`config.mk`:
```
export PLATFORM = sky130hd
export DESIGN_NAME = operand_permu_requester
export DESIGN_NICKNAME = d
export VERILOG_FILES = /design/src/rtl/operand_permu_requester.sv
export SDC_FILE = /design/constraint.sdc
export NUM_CORES = 1
export LEC_CHECK = 0
export CORE_MARGIN = 2
export CORE_UTILIZATION = 47
export DETAILED_ROUTE_END_ITERATION = 6
export PLACE_DENSITY = 0.8
export RECOVER_POWER = 100
export SYNTH_ARGS = -nofsm -noshare
export SYNTH_HDL_FRONTEND = slang
export SYNTH_SLANG_ARGS = --single-unit
```
`constraint.sdc`:
```
create_clock -name clk_i -period 2.55 [get_ports clk_i]
set_input_delay 0.51 -clock clk_i [delete_from_list [all_inputs] [get_ports clk_i]]
set_output_delay 0.51 -clock clk_i [all_outputs]
set_load 0.05 [all_outputs]
```
`src/rtl/operand_permu_requester.sv`:
```
// operand_permu_requester
//
// Read-side initiator for one lane's permutation operand queue. A single read
// command (start VRF row, row count, target FU) is accepted in IDLE, mirrored
// into the queue's command buffer one cycle later, and then expanded into one
// multi-bank VRF row read per cycle. Each read is gated by the queue's
// credit-based ready. Every granted read pulses operand_issued_o so the queue
// can account for its credits.
//
// Ports:
//   clk_i, rst_i             clock, synchronous active-high reset
//   flush_i                  abort the current command, return to IDLE
//   req_valid_i/req_ready_o  command handshake
//   req_addr_i               first VRF row
//   req_len_i                number of rows (0 allowed)
//   req_target_fu_i          0 = SLDU, 1 = ADDRGEN
//   vrf_req_o                per-bank read request (all bits equal)
//   vrf_addr_o               row address, stable until granted
//   vrf_gnt_i                read granted on all banks
//   operand_queue_ready_i    queue credit available
//   operand_issued_o         one read granted this cycle
//   opq_cmd_valid_o          push command into the queue (1-cycle pulse)
//   opq_cmd_len_o            row count for the queue
//   opq_cmd_target_fu_o      target FU for the queue
module operand_permu_requester #(
  parameter  int unsigned NrVRFBanksPerLane = 4,
  parameter  int unsigned VLEN              = 4096,
  parameter  int unsigned AddrWidth         = 10,
  localparam int unsigned LenWidth          = $clog2(VLEN + 1)
) (
  input  logic                         clk_i,
  input  logic                         rst_i,
  input  logic                         flush_i,
  input  logic                         req_valid_i,
  output logic                         req_ready_o,
  input  logic [AddrWidth-1:0]         req_addr_i,
  input  logic [LenWidth-1:0]          req_len_i,
  input  logic                         req_target_fu_i,
  output logic [NrVRFBanksPerLane-1:0] vrf_req_o,
  output logic [AddrWidth-1:0]         vrf_addr_o,
  input  logic                         vrf_gnt_i,
  input  logic                         operand_queue_ready_i,
  output logic                         operand_issued_o,
  output logic                         opq_cmd_valid_o,
  output logic [LenWidth-1:0]          opq_cmd_len_o,
  output logic                         opq_cmd_target_fu_o
);

  typedef enum logic {
    IDLE,
    REQUEST
  } state_e;

  state_e               state_q;
  logic [AddrWidth-1:0] addr_q;
  logic [LenWidth-1:0]  remaining_q;
  logic                 opq_cmd_valid_q;
  logic [LenWidth-1:0]  opq_cmd_len_q;
  logic                 opq_cmd_target_fu_q;

  logic in_idle;
  logic in_request;
  logic accept;
  logic read_active;
  logic grant;

  assign in_idle    = (state_q == IDLE);
  assign in_request = (state_q == REQUEST);

  // A flush cycle refuses new commands; acceptance only ever happens in IDLE,
  // which is what creates the single bubble between back-to-back commands.
  assign req_ready_o = in_idle && !flush_i;
  assign accept      = req_ready_o && req_valid_i;

  // The request is only raised while a credit exists, so a grant can never be
  // taken against an empty queue. A grant seen without a credit is ignored.
  assign read_active = in_request && operand_queue_ready_i && !flush_i && !rst_i;
  assign grant       = read_active && vrf_gnt_i;

  assign vrf_req_o        = {NrVRFBanksPerLane{read_active}};
  assign vrf_addr_o       = addr_q;
  assign operand_issued_o = grant;

  assign opq_cmd_valid_o     = opq_cmd_valid_q;
  assign opq_cmd_len_o       = opq_cmd_len_q;
  assign opq_cmd_target_fu_o = opq_cmd_target_fu_q;

  // NOTE: all state is updated with non-blocking assignments in a single
  // clocked block so every register sees the pre-edge values of the others.
  always_ff @(posedge clk_i) begin
    if (rst_i) begin
      state_q             <= IDLE;
      addr_q              <= '0;
      remaining_q         <= '0;
      opq_cmd_valid_q     <= 1'b0;
      opq_cmd_len_q       <= '0;
      opq_cmd_target_fu_q <= 1'b0;
    end else if (flush_i) begin
      state_q         <= IDLE;
      remaining_q     <= '0;
      opq_cmd_valid_q <= 1'b0;
    end else begin
      // Command push into the queue is a single-cycle pulse.
      opq_cmd_valid_q <= 1'b0;
      unique case (state_q)
        IDLE: begin
          if (accept) begin
            addr_q              <= req_addr_i;
            remaining_q         <= req_len_i;
            opq_cmd_valid_q     <= 1'b1;
            opq_cmd_len_q       <= req_len_i;
            opq_cmd_target_fu_q <= req_target_fu_i;
            // A zero-length command still informs the queue but reads nothing.
            state_q             <= (req_len_i != '0) ? REQUEST : IDLE;
          end
        end
        REQUEST: begin
          if (grant) begin
            // Row address wraps naturally modulo 2^AddrWidth.
            addr_q      <= addr_q + AddrWidth'(1);
            remaining_q <= remaining_q - LenWidth'(1);
            if (remaining_q == LenWidth'(1)) state_q <= IDLE;
          end
        end
        default: state_q <= IDLE;
      endcase
    end
  end

endmodule

```
==> reports/qor.csv, run 1 <==
stage,metric,value,unit
min_path,Hold/Removal Path Class,reg -> reg,
drt,Routed WL,5550,microns
grt,largest net degree at the start of global routing,35,
floorplanning,full die area,0.004854,sq mm
synthesis,Post-synth ARST share,0,
timing,"Setup violations, final",0,
drt,DRT iter0 DRCs,216,
cells_and_area,n_diodes,0,
worst_setup_path,worst reg2reg startpoint,in_request$_SDFF_PP0_,
worst_setup_path,RR Endpoint,remaining_q[12]$_SDFFE_PP0P_,
clock_network,Worst-path clk slew,0.07,ns
timing,Final Slew Violations,0,
clock_network,Inserted Clock Buffers,5,
grt,all-layer global routing usage,0.2293,
power,overall power,1.520,mW
synthesis,synthesized net count,294,
worst_setup_path,critical path peak fanout,7,
synthesis,Avg Inst Size Synth,7.766,sq um
worst_setup_path,CP Launch Type,input pin,
floorplanning,Die X,69.67,microns
drt,vias per cell,5.888,
drt,DR WL/cell,15.16,microns
grt,vias in the first global route,1983,
grt,first-pass GRT wire length,9128,microns
placement,Post-DP HPWL,3903,microns
synthesis,Gate Count Post-Synth,261,
synthesis,Synth cell types,48,
timing,fin crit share,0.9352,
floorplanning,Die H,69.67,microns
clock_network,clk buf depth,2,
run_status,status,"complete, no violations",
synthesis,"Seq/Total Area, Yosys",0.3852,
min_path,Hold Path Sink,opq_cmd_len_o[1]$_SDFFE_PP0P_,
floorplanning,Initial Util,0.4960,
worst_setup_path,CP Capture Type,output port,
power,Peak VDD IR,278.0,uV
drt,Post-DRT Antenna Nets,0,
grt,grt ovf,0,
timing,Setup TNS,0,ns
synthesis,"EDFF count, synth",0,
min_path,hold path start,opq_cmd_len_o[1]$_SDFFE_PP0P_,
timing,slew margin rel.,0.3546,
placement,Placer Congestion,0.9111,
cells_and_area,"non-filler cells, final",366,
run,Max-Cap Viols,0,
cells_and_area,final core utilization,0.6736,
clock_network,clock sink count,39,
clock_network,post-CTS sizing,0,
clock_network,H-tree levels,2,
timing,f_max,419.4,MHz
timing,skew final,0.007345,ns
floorplanning,row cnt,23,
placement,Buffers on Ports,60,
clock_network,Post-CTS Repair Setup Buffers,0,
placement,Placed Cells,358,
clock_network,CTS tree,built,
power,Pleak,1.014,nW
power,pwr/cell area,552.2,mW/mm^2
min_path,Worst Hold Depth,2,
synthesis,Seq cells post-synth,39,
synthesis,cell area after synthesis,0.002027,sq mm
clock_network,hold_buf cts,0,
floorplanning,IO Pins,61,
drt,Residual DRC,0,
cells_and_area,Nets,348,
cells_and_area,Area Growth Syn to Fin,35.80,%
drt,DR vias,2155,
worst_setup_path,"Arr. time, crit path",1.87,ns
timing,Period minus WS final,2.385,ns
clock_network,Clock Root Buffer,clkbuf_8,
worst_setup_path,Crit Path Class,in -> out,
synthesis,main flop type after synthesis,dfxtp_1,
timing,"Hold Violations, Final",0,
floorplanning,core area,0.004086,sq mm
cells_and_area,fillers,352,
clock_network,Worst-Skew Late Latency,0.29,ns
drt,DRT Pass-1 Iters,4,
synthesis,Synth warnings,0,
grt,initial antenna violation count,0,
timing,RSZ-0062 raised after global routing,false,
cells_and_area,share of cells above drive strength 1,0.07278,
worst_setup_path,R2R setup slack,0.39,ns
timing,Slew @ Worst Pin,0.9666,ns
worst_setup_path,R2R depth,5,
worst_setup_path,Critical Path RT,2.04,ns
[cell usage in the layout, fill, tap and decap left out, drive strengths merged, types with 4 or more instances in the layout]
| cell type | Yosys | routed |
|---|---|---|
| nand2 | 45 | 45 |
| nor2 | 12 | 12 |
| nor3 | 8 | 8 |
| nor4 | 10 | 10 |
| dfxtp | 39 | 39 |
| a211oi | 7 | 7 |
| o31ai | 4 | 4 |
| a21oi | 33 | 33 |
| nand3 | 6 | 6 |
| clkdlybuf4s50 | 0 | 29 |
| dlygate4sd3 | 0 | 25 |
| inv | 5 | 5 |
| buf | 7 | 6 |
| o21ai | 16 | 16 |
| clkbuf | 13 | 12 |
| nor2b | 4 | 4 |
[power breakdown]
part / switching, mW / total [mW] / internal (mW)
clock network: 0.213 / 0.530 / 0.317
logic: 0.201 / 0.328 / 0.127
registers: 0.0263 / 0.663 / 0.636
total: 0.440 / 1.52 / 1.08
[synthesized netlist by cell type, drive strengths merged, types with 2 or more instances]
library cell / number / area, sq um
nand2: 45 / 168.9
dfxtp: 39 / 780.8
a21oi: 33 / 165.2
o21ai: 16 / 80.07
clkbuf: 13 / 48.80
nor2: 12 / 45.04
nor4: 10 / 62.56
nor3: 8 / 40.04
a211oi: 7 / 52.55
buf: 7 / 43.79
nand3: 6 / 30.03
inv: 5 / 18.77
nor2b: 4 / 25.02
o31ai: 4 / 30.03
ha: 3 / 37.54
mux2i: 3 / 30.03
nand2b: 3 / 18.77
nand4: 3 / 18.77
or4: 3 / 22.52
a21o: 2 / 15.01
a41oi: 2 / 17.52
and2: 2 / 12.51
and3: 2 / 12.51
nor3b: 2 / 15.01
o21a: 2 / 15.01
o21bai: 2 / 15.01
o22ai: 2 / 12.51
o2bb2ai: 2 / 17.52
o32ai: 2 / 17.52
or2: 2 / 12.51
[layer usage]
layer | GRT usage | wire (microns) | up-vias
li1 | - | - | 1060
met1 | 0.3060 | 2556 | 1010
met2 | 0.3654 | 2601 | 79
met3 | 0.05523 | 335 | 6
met4 | 0.07479 | 57 | 0
met5 | 0 | 0 | -
[flip-flops by register name, summed over array words and instances, names as in the netlist]
signal and count:
vrf_addr_o 10, opq_cmd_target_fu_o 1, opq_cmd_len_o 13, opq_cmd_valid_o 1, in_request 1, remaining_q 13
[worst max-delay path, cell delays in order]
cell and delay (ns):
clkdlybuf4s50_1 0.51, nand2b_1 0.21, nor3_1 0.45, buf_12 0.20
[layout make-up]
class	count	area, sq um	area share
Clock buffer	6	82.58	0.03000
Tap cell	50	62.56	0.02273
Clock inverter	2	35.03	0.01273
Inverter	5	18.77	0.006818
Multi-Input combinational cell	197	1135	0.4123
Timing Repair Buffer	67	638.1	0.2318
Sequential cell	39	780.7	0.2836
[cells by family after synthesis]
logic type      count (synthesis)  share of synthesized area
fa+ha+maj                       3                    0.01852
mux                             4                    0.02037
simple gates                  105                     0.2531
flops                          39                     0.3852
compound gates                 85                     0.2679
buf+inv                        25                    0.05494
[worst max path at each step]
stage | end | slack (ns) | cells after the start | startpoint
2_1_floorplan | operand_issued_o | 0.11 | 2 | rst_i
3_3_place_gp | operand_issued_o | 0.20 | 4 | flush_i
3_5_place_dp | operand_issued_o | 0.17 | 4 | flush_i
4_1_cts | operand_issued_o | 0.15 | 4 | flush_i
5_1_grt | operand_issued_o | 0.03 | 4 | flush_i
6_report | operand_issued_o | 0.17 | 4 | flush_i
[stage by stage]
stage	setup WS, ns	hold slack (ns)	instance area (sq um)
finish	0.1654	0.4592	2753
global route	0.03477	0.4894	2753
CTS	0.1465	0.4654	2840
detailed placement	0.1669	0.4496	2723
global placement	0.1962	0.4467	2723
floorplan	0.1054	0.4669	2027
(Power assumes the default switching activity.)
==> run 2, diff against run 1 <==
clock period = 2.6 ns   (was 2.55 ns; I/O delays follow)
==> run 2 against run 1 <==
Net effect: cell area grew 1.7%; non-clock buffer count is the same; count of clock-buffer cells in the layout shrank 1; clock power shrank 3%; register-to-register slack gained 0.21 ns; die area is the same; worst setup slack gained 0.042 ns; global-route usage grew 0.55 points; largest power group unchanged; sequential share of layout area shrank 0.48 points; power shrank 2.3%; via count shrank 0.42%.
==> reports/qor.csv, run 2 (same netlist as run 1, synthesis figures left out) <==
stage,metric,value,unit
worst_setup_path,"critical path, cell by cell","dlygate4sd3_1, nor2_1, and3_1, buf_12",
grt,first-pass GRT wire length,9349,microns
timing,Setup TNS,0,ns
timing,Slew @ Worst Pin,0.7968,ns
drt,DRT iter0 DRCs,193,
power,Peak VDD IR,347.1,uV
floorplanning,Die H,69.67,microns
placement,Post-DP HPWL,3878,microns
timing,skew final,0.007497,ns
timing,RSZ-0062 raised after global routing,false,
clock_network,Post-CTS Repair Setup Buffers,0,
cells_and_area,Reg area,780.7,sq um
clock_network,Worst-Skew Late Latency,0.30,ns
timing,"Hold Violations, Final",0,
placement,Placer Congestion,0.8868,
floorplanning,row cnt,23,
worst_setup_path,Worst Setup SP,rst_i,
drt,Routed WL,5566,microns
grt,all-layer global routing usage,0.2348,
clock_network,clock sink count,39,
clock_network,clk buf depth,2,
worst_setup_path,Critical Path RT,2.08,ns
floorplanning,core area,0.004086,sq mm
drt,DRT Pass-1 Iters,4,
power,pwr/cell area,530.2,mW/mm^2
clock_network,post-CTS sizing,0,
timing,Period minus WS final,2.392,ns
clock_network,Inserted Clock Buffers,5,
drt,Post-DRT Antenna Nets,0,
timing,fin crit share,0.9202,
worst_setup_path,crit-path max cell delay,0.60,ns
clock_network,CTS tree,built,
worst_setup_path,critical path peak fanout,5,
worst_setup_path,Crit Path Class,in -> out,
timing,Final Slew Violations,0,
drt,vias per cell,5.863,
cells_and_area,n_diodes,0,
cells_and_area,fillers,343,
worst_setup_path,"Arr. time, crit path",1.87,ns
min_path,Hold/Removal Path Class,reg -> reg,
floorplanning,Initial Util,0.4960,
cells_and_area,area of the multi-input gates,0.001135,sq mm
worst_setup_path,CP Launch Type,input pin,
timing,slew margin rel.,0.4639,
clock_network,hold_buf cts,0,
placement,Buffers on Ports,60,
cells_and_area,most frequent cells in the layout,"nand2_1 (45), dfxtp_1 (39), a21oi_1 (33)",
cells_and_area,"commonest non-fill, non-tap cell in the layout",nand2_1,
timing,"Setup violations, final",0,
min_path,hold path start,opq_cmd_len_o[12]$_SDFFE_PP0P_,
run_status,status,"complete, no violations",
cells_and_area,Area Growth Syn to Fin,38.15,%
worst_setup_path,worst reg2reg startpoint,remaining_q[4]$_SDFFE_PP0P_,
run,Max-Cap Viols,0,
power,Pleak,1.012,nW
cells_and_area,share of cells above drive strength 1,0.07595,
clock_network,Worst-path clk slew,0.08,ns
clock_network,H-tree levels,2,
drt,DR vias,2146,
grt,largest net degree at the start of global routing,35,
floorplanning,IO Pins,61,
cells_and_area,Nets,348,
floorplanning,full die area,0.004854,sq mm
timing,f_max,418.0,MHz
floorplanning,Die X,69.67,microns
worst_setup_path,Bufs and invs on worst path,2,
grt,vias in the first global route,1958,
cells_and_area,final core utilization,0.6852,
grt,grt ovf,0,
drt,DR WL/cell,15.21,microns
grt,initial antenna violation count,0,
worst_setup_path,crit path max-delay cell type,dlygate4sd3_1,
worst_setup_path,CP Capture Type,output port,
drt,Residual DRC,0,
worst_setup_path,Top delay family on crit path,buffers and inverters,
clock_network,Clock Root Buffer,clkbuf_8,
-- run 2: changes by cell type in the layout (fill, tap and decap cells not counted), sizes merged --
cell,previous run,this run
clkdlybuf4s50,29,28
clkinv,1,2
buf,6,10
clkbuf,12,8
dlygate4sd3,25,26
dlymetal6s2s,1,0
-- run 2: stage by stage --
step | power, mW | hold WS [ns] | area [sq um] | setup slack [ns] | cells
4_1_cts | 1.500 | 0.4581 | 2823 | 0.2360 | 366
6_report | 1.485 | 0.4547 | 2800 | 0.2075 | 366
3_5_place_dp | 0.9963 | 0.4463 | 2710 | 0.2516 | 358
3_3_place_gp | 0.9920 | 0.4445 | 2710 | 0.2354 | 358
2_1_floorplan | 0.8633 | 0.4669 | 2027 | 0.1354 | 261
5_1_grt | 1.545 | 0.4850 | 2800 | 0.1169 | 366
-- run 2: metal layers --
layer  track usage  vias to the layer above  part of all wire
met5             0                        -                 0
met4       0.07479                        0             0.016
met3       0.05669                       12             0.074
met2        0.3739                       76              0.45
met1        0.3146                      991              0.46
li1              -                     1067                 -
-- run 2: path summary, 6_finish.rpt --
path / end / slack, ns / depth (start not counted)
worst max-delay path: vrf_req_o[0] / 0.21 / 4
worst min-delay path: opq_cmd_len_o[12]$_SDFFE_PP0P_ / 0.45 / 2
worst max register to register: remaining_q[11]$_SDFFE_PP0P_ / 0.60 / 4
worst min register to register: opq_cmd_len_o[12]$_SDFFE_PP0P_ / 0.45 / 2
-- run 2: power breakdown --
group          internal [mW]  switching, mW
clock network          0.286          0.227
logic                  0.125          0.197
registers              0.624         0.0259
total                   1.03          0.450
-- run 2: worst reg2reg max path, delay by kind of cell (launching register included) --
kind | cells | cell delay, ns
flip-flops | 1 | 0.38
AND/OR/NAND/NOR | 2 | 1.10
AO/OA/AOI/OAI | 2 | 0.39
-- run 2: final cells by class --
type                       count  share of cell area
inverter                       5            0.006702
sequential                    39              0.2788
tap                           50             0.02234
clock inverter                 3             0.01564
timing repair buffer          67              0.2466
multi-input combinational    197              0.4053
clock buffer                   5             0.02458
